===== config.mk =====
export PLATFORM = sky130hd
export DESIGN_NAME = fcmp_unit
export DESIGN_NICKNAME = d
export VERILOG_FILES = /design/src/rtl/fcmp_unit.sv
export SDC_FILE = /design/constraint.sdc
export NUM_CORES = 1
export LEC_CHECK = 0
export ABC_CLOCK_PERIOD_IN_PS = 3300
export BUFFER_PORTS_ARGS = -buffer_cell sky130_fd_sc_hd__buf_2
export CELL_PAD_IN_SITES_DETAIL_PLACEMENT = 1
export CELL_PAD_IN_SITES_GLOBAL_PLACEMENT = 1
export CORE_UTILIZATION = 28
export CTS_BUF_LIST = sky130_fd_sc_hd__clkbuf_4 sky130_fd_sc_hd__clkbuf_8
export CTS_CLUSTER_DIAMETER = 200
export CTS_CLUSTER_SIZE = 14
export DETAILED_ROUTE_END_ITERATION = 12
export GPL_TIMING_DRIVEN = 0
export PLACE_DENSITY = 0.57
export SLEW_MARGIN = 25
export SYNTH_ARGS = -nofsm -noshare
export SYNTH_HDL_FRONTEND = slang
export SYNTH_SLANG_ARGS = --single-unit

===== constraint.sdc =====
create_clock -name clk -period 3.3 [get_ports clk]
set_input_delay 0.66 -clock clk [delete_from_list [all_inputs] [get_ports clk]]
set_output_delay 0.66 -clock clk [all_outputs]
set_load 0.01 [all_outputs]

===== src/rtl/fcmp_unit.sv =====
// fcmp_unit: two-stage pipelined binary32 compare unit (FEQ / FLT / FLE).
// S1 captures the issue packet, S2 holds the compare result and drives out_* from flops.
//
// Handshake: a packet moves on a rising edge when its valid and the receiver's ready are both high.
// The producer holds valid and the payload stable until that edge.
// in_ready is combinational from out_ready, and nothing that depends on in_valid reaches out_valid.
module fcmp_unit #(
    parameter int TAG_W = 5
) (
    input  logic             clk,
    input  logic             rstn,
    input  logic             flush,
    input  logic             in_valid,
    output logic             in_ready,
    input  logic [1:0]       in_op,
    input  logic [TAG_W-1:0] in_tag,
    input  logic [31:0]      in_x1,
    input  logic [31:0]      in_x2,
    output logic             out_valid,
    input  logic             out_ready,
    output logic [31:0]      out_data,
    output logic [TAG_W-1:0] out_tag,
    output logic             out_ill
);

    typedef enum logic [1:0] {
        OP_FEQ = 2'b00,
        OP_FLT = 2'b01,
        OP_FLE = 2'b10,
        OP_ILL = 2'b11
    } op_e;

    // Stage 1 registers. Only s1_v is reset; the payload may hold stale data.
    logic             s1_v;
    op_e              s1_op;
    logic [TAG_W-1:0] s1_tag;
    logic [31:0]      s1_x1;
    logic [31:0]      s1_x2;

    // Pipeline advance enables. Stage 2 valid is out_valid itself.
    logic s2_en;
    logic s1_en;

    // Compare datapath signals, all derived from the S1 operands.
    logic        x1_s, x2_s;
    logic [7:0]  x1_e, x2_e;
    logic [22:0] x1_m, x2_m;
    logic        exp_lt, exp_gt, exp_eq;
    logic        mag_lt, mag_gt;
    logic        lt, eq, cmp, ill;

    // Advance logic.
    // A flush empties the pipe on this edge, so in_ready is held high during a flush.
    // Any packet taken on that edge is discarded.
    always_comb begin
        s2_en    = !out_valid || out_ready;
        s1_en    = !s1_v || s2_en;
        in_ready = s1_en || flush;
    end

    // Sign-magnitude less-than and bitwise equality on the S1 operands.
    // There is no NaN or infinity handling, and -0 orders below +0.
    always_comb begin
        x1_s   = s1_x1[31];
        x2_s   = s1_x2[31];
        x1_e   = s1_x1[30:23];
        x2_e   = s1_x2[30:23];
        x1_m   = s1_x1[22:0];
        x2_m   = s1_x2[22:0];
        exp_lt = x1_e < x2_e;
        exp_gt = x1_e > x2_e;
        exp_eq = x1_e == x2_e;
        // The exponent decides first; the mantissa breaks an exponent tie.
        mag_lt = exp_lt || (exp_eq && (x1_m < x2_m));
        mag_gt = exp_gt || (exp_eq && (x1_m > x2_m));
        eq     = s1_x1 == s1_x2;
        lt     = 1'b0;
        case ({x1_s, x2_s})
            2'b00:   lt = mag_lt;
            2'b01:   lt = 1'b0;
            2'b10:   lt = 1'b1;
            default: lt = mag_gt;
        endcase
        cmp = 1'b0;
        ill = 1'b0;
        case (s1_op)
            OP_FEQ:  cmp = eq;
            OP_FLT:  cmp = lt;
            OP_FLE:  cmp = lt || eq;
            default: ill = 1'b1;
        endcase
    end

    // Valid bits and the S2 output register.
    // Reset is asynchronous; flush clears both valids.
    always_ff @(posedge clk or negedge rstn) begin
        if (!rstn) begin
            s1_v      <= 1'b0;
            out_valid <= 1'b0;
            out_data  <= 32'd0;
            out_tag   <= '0;
            out_ill   <= 1'b0;
        end else if (flush) begin
            s1_v      <= 1'b0;
            out_valid <= 1'b0;
        end else begin
            if (s2_en) begin
                out_valid <= s1_v;
                if (s1_v) begin
                    out_data <= {31'd0, cmp};
                    out_tag  <= s1_tag;
                    out_ill  <= ill;
                end
            end
            if (s1_en) begin
                s1_v <= in_valid;
            end
        end
    end

    // S1 payload capture. It needs no reset because s1_v qualifies it.
    always_ff @(posedge clk) begin
        if (in_valid && s1_en) begin
            s1_op  <= op_e'(in_op);
            s1_tag <= in_tag;
            s1_x1  <= in_x1;
            s1_x2  <= in_x2;
        end
    end

endmodule

==> impl_metrics.json, run 1 <==
{
  "status": "finished, final reports clean",
  "finalSetupTns_ns": 0,
  "required_ns": 3.53,
  "fp-row-count": 41,
  "cts-root-buf": "clkbuf_8",
  "cp.depth": 8,
  "startpoint": "s1_x1[4]$_DFFE_PP_",
  "crit_path_end": "out_data[0]$_DFFE_PN0P_",
  "start_util_pct": 28.8,
  "wl_per_cell_um": 11.7,
  "post-route-util_pct": 36.4,
  "nFillCells": 1401,
  "postSynthCellCount": 261,
  "yosysMostFrequentCell": "edfxtp_1",
  "combPwrFrac_pct": 12.0,
  "reg2regPathDepth": 8,
  "synth_area_leader_cell": "edfxtp_1",
  "crit_fanout": 2,
  "port_buffers": 84,
  "setup_viol_count_final": 0,
  "end_kind": "flop",
  "die_y_um": 116,
  "clk_latency_ns": 0.35,
  "fmax_mhz": 478,
  "dp_cells": 548,
  "worstHoldPathType": "input pin to asynchronous set/reset pin",
  "core_area_um2": 12700,
  "preCtsSetupSlack_ns": 1.15,
  "htree_levels": 3,
  "cts_tree": "done",
  "synthFlopType": "edfxtp_1",
  "ctsHoldBuffers": 0,
  "overflow": 0,
  "postCtsSetupRepairBufs": 0,
  "synth_commonest_cells": "edfxtp_1 (71), ha_1 (34), inv_1 (34), buf_4 (31), a21oi_1 (12)",
  "fin_crit_ns": 2.09,
  "wl_um": 6590,
  "clkTransAtPathRegs_ns": 0.08,
  "grt_max_degree": 42,
  "synth.cell_area_um2": 3650,
  "worstSetupPathType": "flop to flop",
  "fin_cells": 564,
  "p_int_uw": 1680,
  "synth_top_area_share_pct": 58.5,
  "maxSlewViolCount": 0,
  "powerDensity_nw_per_um2": 472,
  "hold_viol": 0,
  "swShare_pct": 22.8,
  "place_congestion": 0.645,
  "slowest_delay_ns": 0.37,
  "power_uw": 2180,
  "avgSynthCellArea_um2": 14.0,
  "cts_buffers": 9,
  "pwr-share-seq_pct": 55.3,
  "antenna_found_initial": 0,
  "grt_pass1_wl_um": 10700,
  "yosysWarnings": 0,
  "setup_ws_ns": 1.21,
  "vias": 2226,
  "diodes": 0,
  "worst_r2r_endpoint": "out_data[0]$_DFFE_PN0P_",
  "cts_resized": 0,
  "synthToLayoutAreaGrowth_pct": 26.4,
  "die_w_um": 116,
  "ff2ff_setup_slack_ns": 1.21,
  "via_per_inst": 3.95,
  "path_buf_inv": 0,
  "ys_seq_area_share_pct": 64.6,
  "cts_sinks": 80,
  "max_cap_viol_count": 0,
  "fin_skew_ns": 0.00792,
  "p_clk_share_pct": 32.7,
  "worstPathArrival_ns": 2.32,
  "drt_pass1_iterations": 4,
  "synth.distinct_cells": 32,
  "final_nets": 497,
  "synth_edf_count": 71,
  "grt_pass1_vias": 2290,
  "worst_setup_path_start_kind": "flop",
  "crit_chain": "ha_1 -> a211oi_1 -> nor2_1 -> o311ai_0 -> o21ai_0 -> nor2_1 -> mux2i_1 -> nand3_1",
  "p_leak_uw": 0.00212,
  "grt.total_usage_pct": 10.7,
  "hpwl_um": 5190,
  "ir_drop_mv": 0.252,
  "cp_top_family": "compound AO/OA/AOI/OAI gates",
  "drc": 0,
  "r2r-start": "s1_x1[4]$_DFFE_PP_",
  "antenna_left": 0,
  "die_area_um2": 13500,
  "crit_slowest_cell": "edfxtp_1",
  "path_common_cell": "nor2_1",
  "drive_gt1_share_pct": 37.2,
  "pin_count": 116,
  "clock_path_buffers": 2,
  "synthArstFlopShare_pct": 11.3,
  "post-route-period-util_pct": 63.4,
  "rsz0062_at_grt": "false",
  "p_switching_uw": 496,
  "synth.area.top_cells": "edfxtp_1 (58%), ha_1 (12%), buf_4 (6.4%), dfrtp_1 (6.2%), inv_1 (3.5%)",
  "ys_ff_latch": 80,
  "drt_iter0_drc": 45
}
-- final cells by class --
| type | instances | area (um2) | share of cell area [%] |
|---|---|---|---|
| Clock buffer | 12 | 146 | 3.18 |
| Timing Repair Buffer | 85 | 440 | 9.55 |
| Tap cell | 172 | 215 | 4.67 |
| Buffer | 32 | 238 | 5.16 |
| Sequential cell | 80 | 2360 | 51.1 |
| Inverter | 34 | 128 | 2.77 |
| Clock inverter | 4 | 46.3 | 1.00 |
| Multi-Input combinational cell | 145 | 1040 | 22.6 |
-- cell usage in the layout (no fill, tap or decap), types with 6 or more instances in the layout --
cell	n
buf_4	31
clkbuf_8	9
conb_1	31
o21ai_0	7
nor3_1	6
ha_1	34
nand4_1	6
inv_1	34
nand2_1	10
edfxtp_1	71
nor2_1	8
a21oi_1	12
dfrtp_1	9
buf_2	85
-- power groups by stage --
stage               combinational [uW]  clock, uW  sequential, uW
finish                             262        712            1200
global route                       301        784            1210
CTS                                267        749            1210
detailed placement                 266          0            1230
global placement                   256          0            1230
floorplan                          152          0            1230
-- worst register-to-register path: stages, from the launching register on --
cell,delay (ns)
edfxtp_1,0.37
ha_1,0.31
a211oi_1,0.23
nor2_1,0.07
o311ai_0,0.35
o21ai_0,0.15
nor2_1,0.19
mux2i_1,0.21
nand3_1,0.09
-- registers in the layout, summed over array words and instances, names as in the netlist --
signal and flops:
out_data 1, s1_x1 32, out_ill 1, s1_x2 32, s1_op 2, s1_v 1
out_valid 1, out_tag 5, s1_tag 5
-- layer usage --
layer / track usage [%] / vias to the layer above / wire (um)
li1: - / 1115 / -
met4: 4.62 / 0 / 118
met5: 0 / - / 0
met1: 12.2 / 1020 / 2790
met2: 18.3 / 83 / 3190
met3: 3.58 / 8 / 497
-- through the flow --
stage / hold WS (ns) / area, um2
floorplan: 0.364 / 3760
global placement: 0.457 / 4400
detailed placement: 0.467 / 4420
CTS: 0.136 / 4610
global route: 0.145 / 4610
finish: 0.152 / 4610
-- worst min-delay path by stage --
stage / start / end / slack [ns] / cells past startpoint
6_report: rstn / out_tag[0]$_DFFE_PN0P_ / 0.15 / 1
5_1_grt: rstn / out_tag[0]$_DFFE_PN0P_ / 0.14 / 1
4_1_cts: rstn / out_tag[0]$_DFFE_PN0P_ / 0.14 / 1
3_5_place_dp: s1_tag[2]$_DFFE_PP_ / out_tag[2]$_DFFE_PN0P_ / 0.47 / 1
3_3_place_gp: s1_tag[3]$_DFFE_PP_ / out_tag[3]$_DFFE_PN0P_ / 0.46 / 1
2_1_floorplan: rstn / out_data[0]$_DFFE_PN0P_ / 0.36 / 0
-- logic make-up after synthesis --
family / Yosys count / share of synthesized area [%]
AOI/OAI and AO/OA: 29 / 4.84
xor gates and xnor gates: 1 / 0.240
adders and majority gates: 34 / 11.7
buffers and inverters: 66 / 10.0
DFF: 80 / 64.6
muxes: 6 / 1.82
other: 1 / 0.103
and+or+nand+nor: 44 / 6.69
Power figures use the tool's default switching activity.
==> run 2, diff against run 1 <==
ABC_CLOCK_PERIOD_IN_PS = 2200   (was 3300)
clock period = 2.2 ns   (was 3.3 ns; I/O delays follow)
==> impl_metrics.json, run 2 (same netlist as run 1, synthesis figures left out) <==
{
  "path_buf_inv": 0,
  "setup_viol_count_final": 0,
  "cp.depth": 8,
  "grt_pass1_wl_um": 10700,
  "maxSlewViolCount": 0,
  "hold_slack_ns": 0.254,
  "hold_path_depth": 1,
  "worst_setup_path_start_kind": "flop",
  "p_int_uw": 2370,
  "crit_chain": "ha_1 -> nor2b_4 -> o211ai_2 -> a21oi_2 -> or4_4 -> a211oi_1 -> mux2i_1 -> nand3_1",
  "drt_iter0_drc": 70,
  "reg_top3": "s1_x1 (32), s1_x2 (32)",
  "max_cap_viol_count": 0,
  "crit_fanout": 2,
  "wl_per_cell_um": 11.7,
  "p_leak_uw": 0.00211,
  "port_buffers": 84,
  "slowest_delay_ns": 0.49,
  "cp_top_family": "simple AND/OR/NAND/NOR gates",
  "final_nets": 498,
  "grt.total_usage_pct": 10.8,
  "most-common-layout-cells": "buf_2 (85), edfxtp_1 (71), inv_1 (34), ha_1 (34)",
  "drt_pass1_iterations": 4,
  "cts_buffers": 9,
  "antenna_left": 0,
  "drive_gt1_share_pct": 38.4,
  "cts_sinks": 80,
  "die_w_um": 116,
  "powerDensity_nw_per_um2": 685,
  "p_switching_uw": 796,
  "reg2regPathDepth": 8,
  "fp-row-count": 41,
  "cts-root-buf": "clkbuf_8",
  "overflow": 0,
  "die_y_um": 116,
  "post-route-period-util_pct": 92.8,
  "synthToLayoutAreaGrowth_pct": 26.9,
  "grt_max_degree": 55,
  "p_clk_share_pct": 30.5,
  "fin_skew_ns": 0.00682,
  "worstPathArrival_ns": 2.33,
  "hold_viol": 0,
  "htree_levels": 3,
  "pwr-share-seq_pct": 56.9,
  "drc": 0,
  "nFillCells": 1396,
  "layout_commonest_cell": "buf_2",
  "die_area_um2": 13500,
  "clk_latency_ns": 0.35,
  "rsz0062_at_grt": "false",
  "swShare_pct": 25.1,
  "antenna_found_initial": 0,
  "end_kind": "flop",
  "vias": 2182,
  "hpwl_um": 5110,
  "finalSetupTns_ns": 0,
  "core_area_um2": 12700,
  "ir_drop_mv": 0.298,
  "wl_um": 6630,
  "diodes": 0,
  "cts_tree": "done",
  "crit_slowest_cell": "or4_4",
  "grt_pass1_vias": 2269,
  "start_util_pct": 28.8,
  "clkTransAtPathRegs_ns": 0.09,
  "via_per_inst": 3.86,
  "required_ns": 2.49,
  "combPwrFrac_pct": 12.6,
  "fmax_mhz": 490,
  "worstSetupPathType": "flop to flop",
  "place_congestion": 0.651,
  "worstHoldPathType": "input pin to flop",
  "clock_path_buffers": 2,
  "fin_crit_ns": 2.04,
  "pin_count": 116,
  "status": "finished, final reports clean"
}
run 2: power groups by stage:
stage | combinational [uW] | clock [uW] | sequential, uW
2_1_floorplan | 228 | 0 | 1850
3_3_place_gp | 385 | 0 | 1840
3_5_place_dp | 401 | 0 | 1840
4_1_cts | 405 | 1010 | 1810
5_1_grt | 462 | 1070 | 1820
6_report | 400 | 966 | 1810
run 2: path summary, 6_finish.rpt:
check                                          from                       to  slack [ns]
worst max-delay path            s1_x1[24]$_DFFE_PP_  out_data[0]$_DFFE_PN0P_        0.16
worst min-delay path                      in_x1[14]      s1_x1[14]$_DFFE_PP_        0.25
worst max register to register  s1_x1[24]$_DFFE_PP_  out_data[0]$_DFFE_PN0P_        0.16
worst min register to register  s1_tag[4]$_DFFE_PP_   out_tag[4]$_DFFE_PN0P_        0.49
max in group asynchronous                      rstn   out_tag[0]$_DFFE_PN0P_        1.55
min in group asynchronous                      rstn   out_tag[1]$_DFFE_PN0P_        0.47
run 2: layer usage:
layer / global-route usage (%) / vias to the layer above / routed length [um]
met5: 0 / - / 0
met4: 4.19 / 0 / 81
met3: 3.68 / 7 / 422
met2: 17.7 / 82 / 3150
met1: 13.2 / 974 / 2980
li1: - / 1119 / -
run 2: through the flow:
step	setup slack, ns	cells	area (um2)	utilization, %	total power (uW)
after floorplan	0.260	291	3760	-	2080
after global routing	0.0120	565	4630	36.5	3360
after CTS	0.0310	565	4610	36.4	3220
after global placement	-0.174	547	4400	34.7	2220
after detailed placement	-0.00431	548	4430	34.9	2240
final	0.157	565	4630	36.5	3170
run 2: what timing repair did:
action / CTS / global route
endpoints found under the setup margin: 1 / 1
hold endpoints to repair: 9 / 0
hold buffers: 1 / 0
resized for setup: 1 / 6
setup buffers: 0 / 0
pin swaps: 0 / 2
run 2: worst register-to-register path: stages (launching register included):
cell and delay [ns]:
edfxtp_1 0.37, ha_1 0.32, nor2b_4 0.13, o211ai_2 0.14
a21oi_2 0.08, or4_4 0.49, a211oi_1 0.26, mux2i_1 0.10
nand3_1 0.09
run 2: area by class of cell:
type                            instances  area, um2  share of cell area [%]
Tap cell                              172        215                    4.65
Clock inverter                          7       47.5                    1.03
Buffer                                 32        238                    5.14
Timing Repair Buffer                   86        458                    9.89
Clock buffer                            9        124                    2.68
Inverter                               34        128                    2.76
Multi-Input combinational cell        145       1060                    22.9
Sequential cell                        80       2360                    50.9
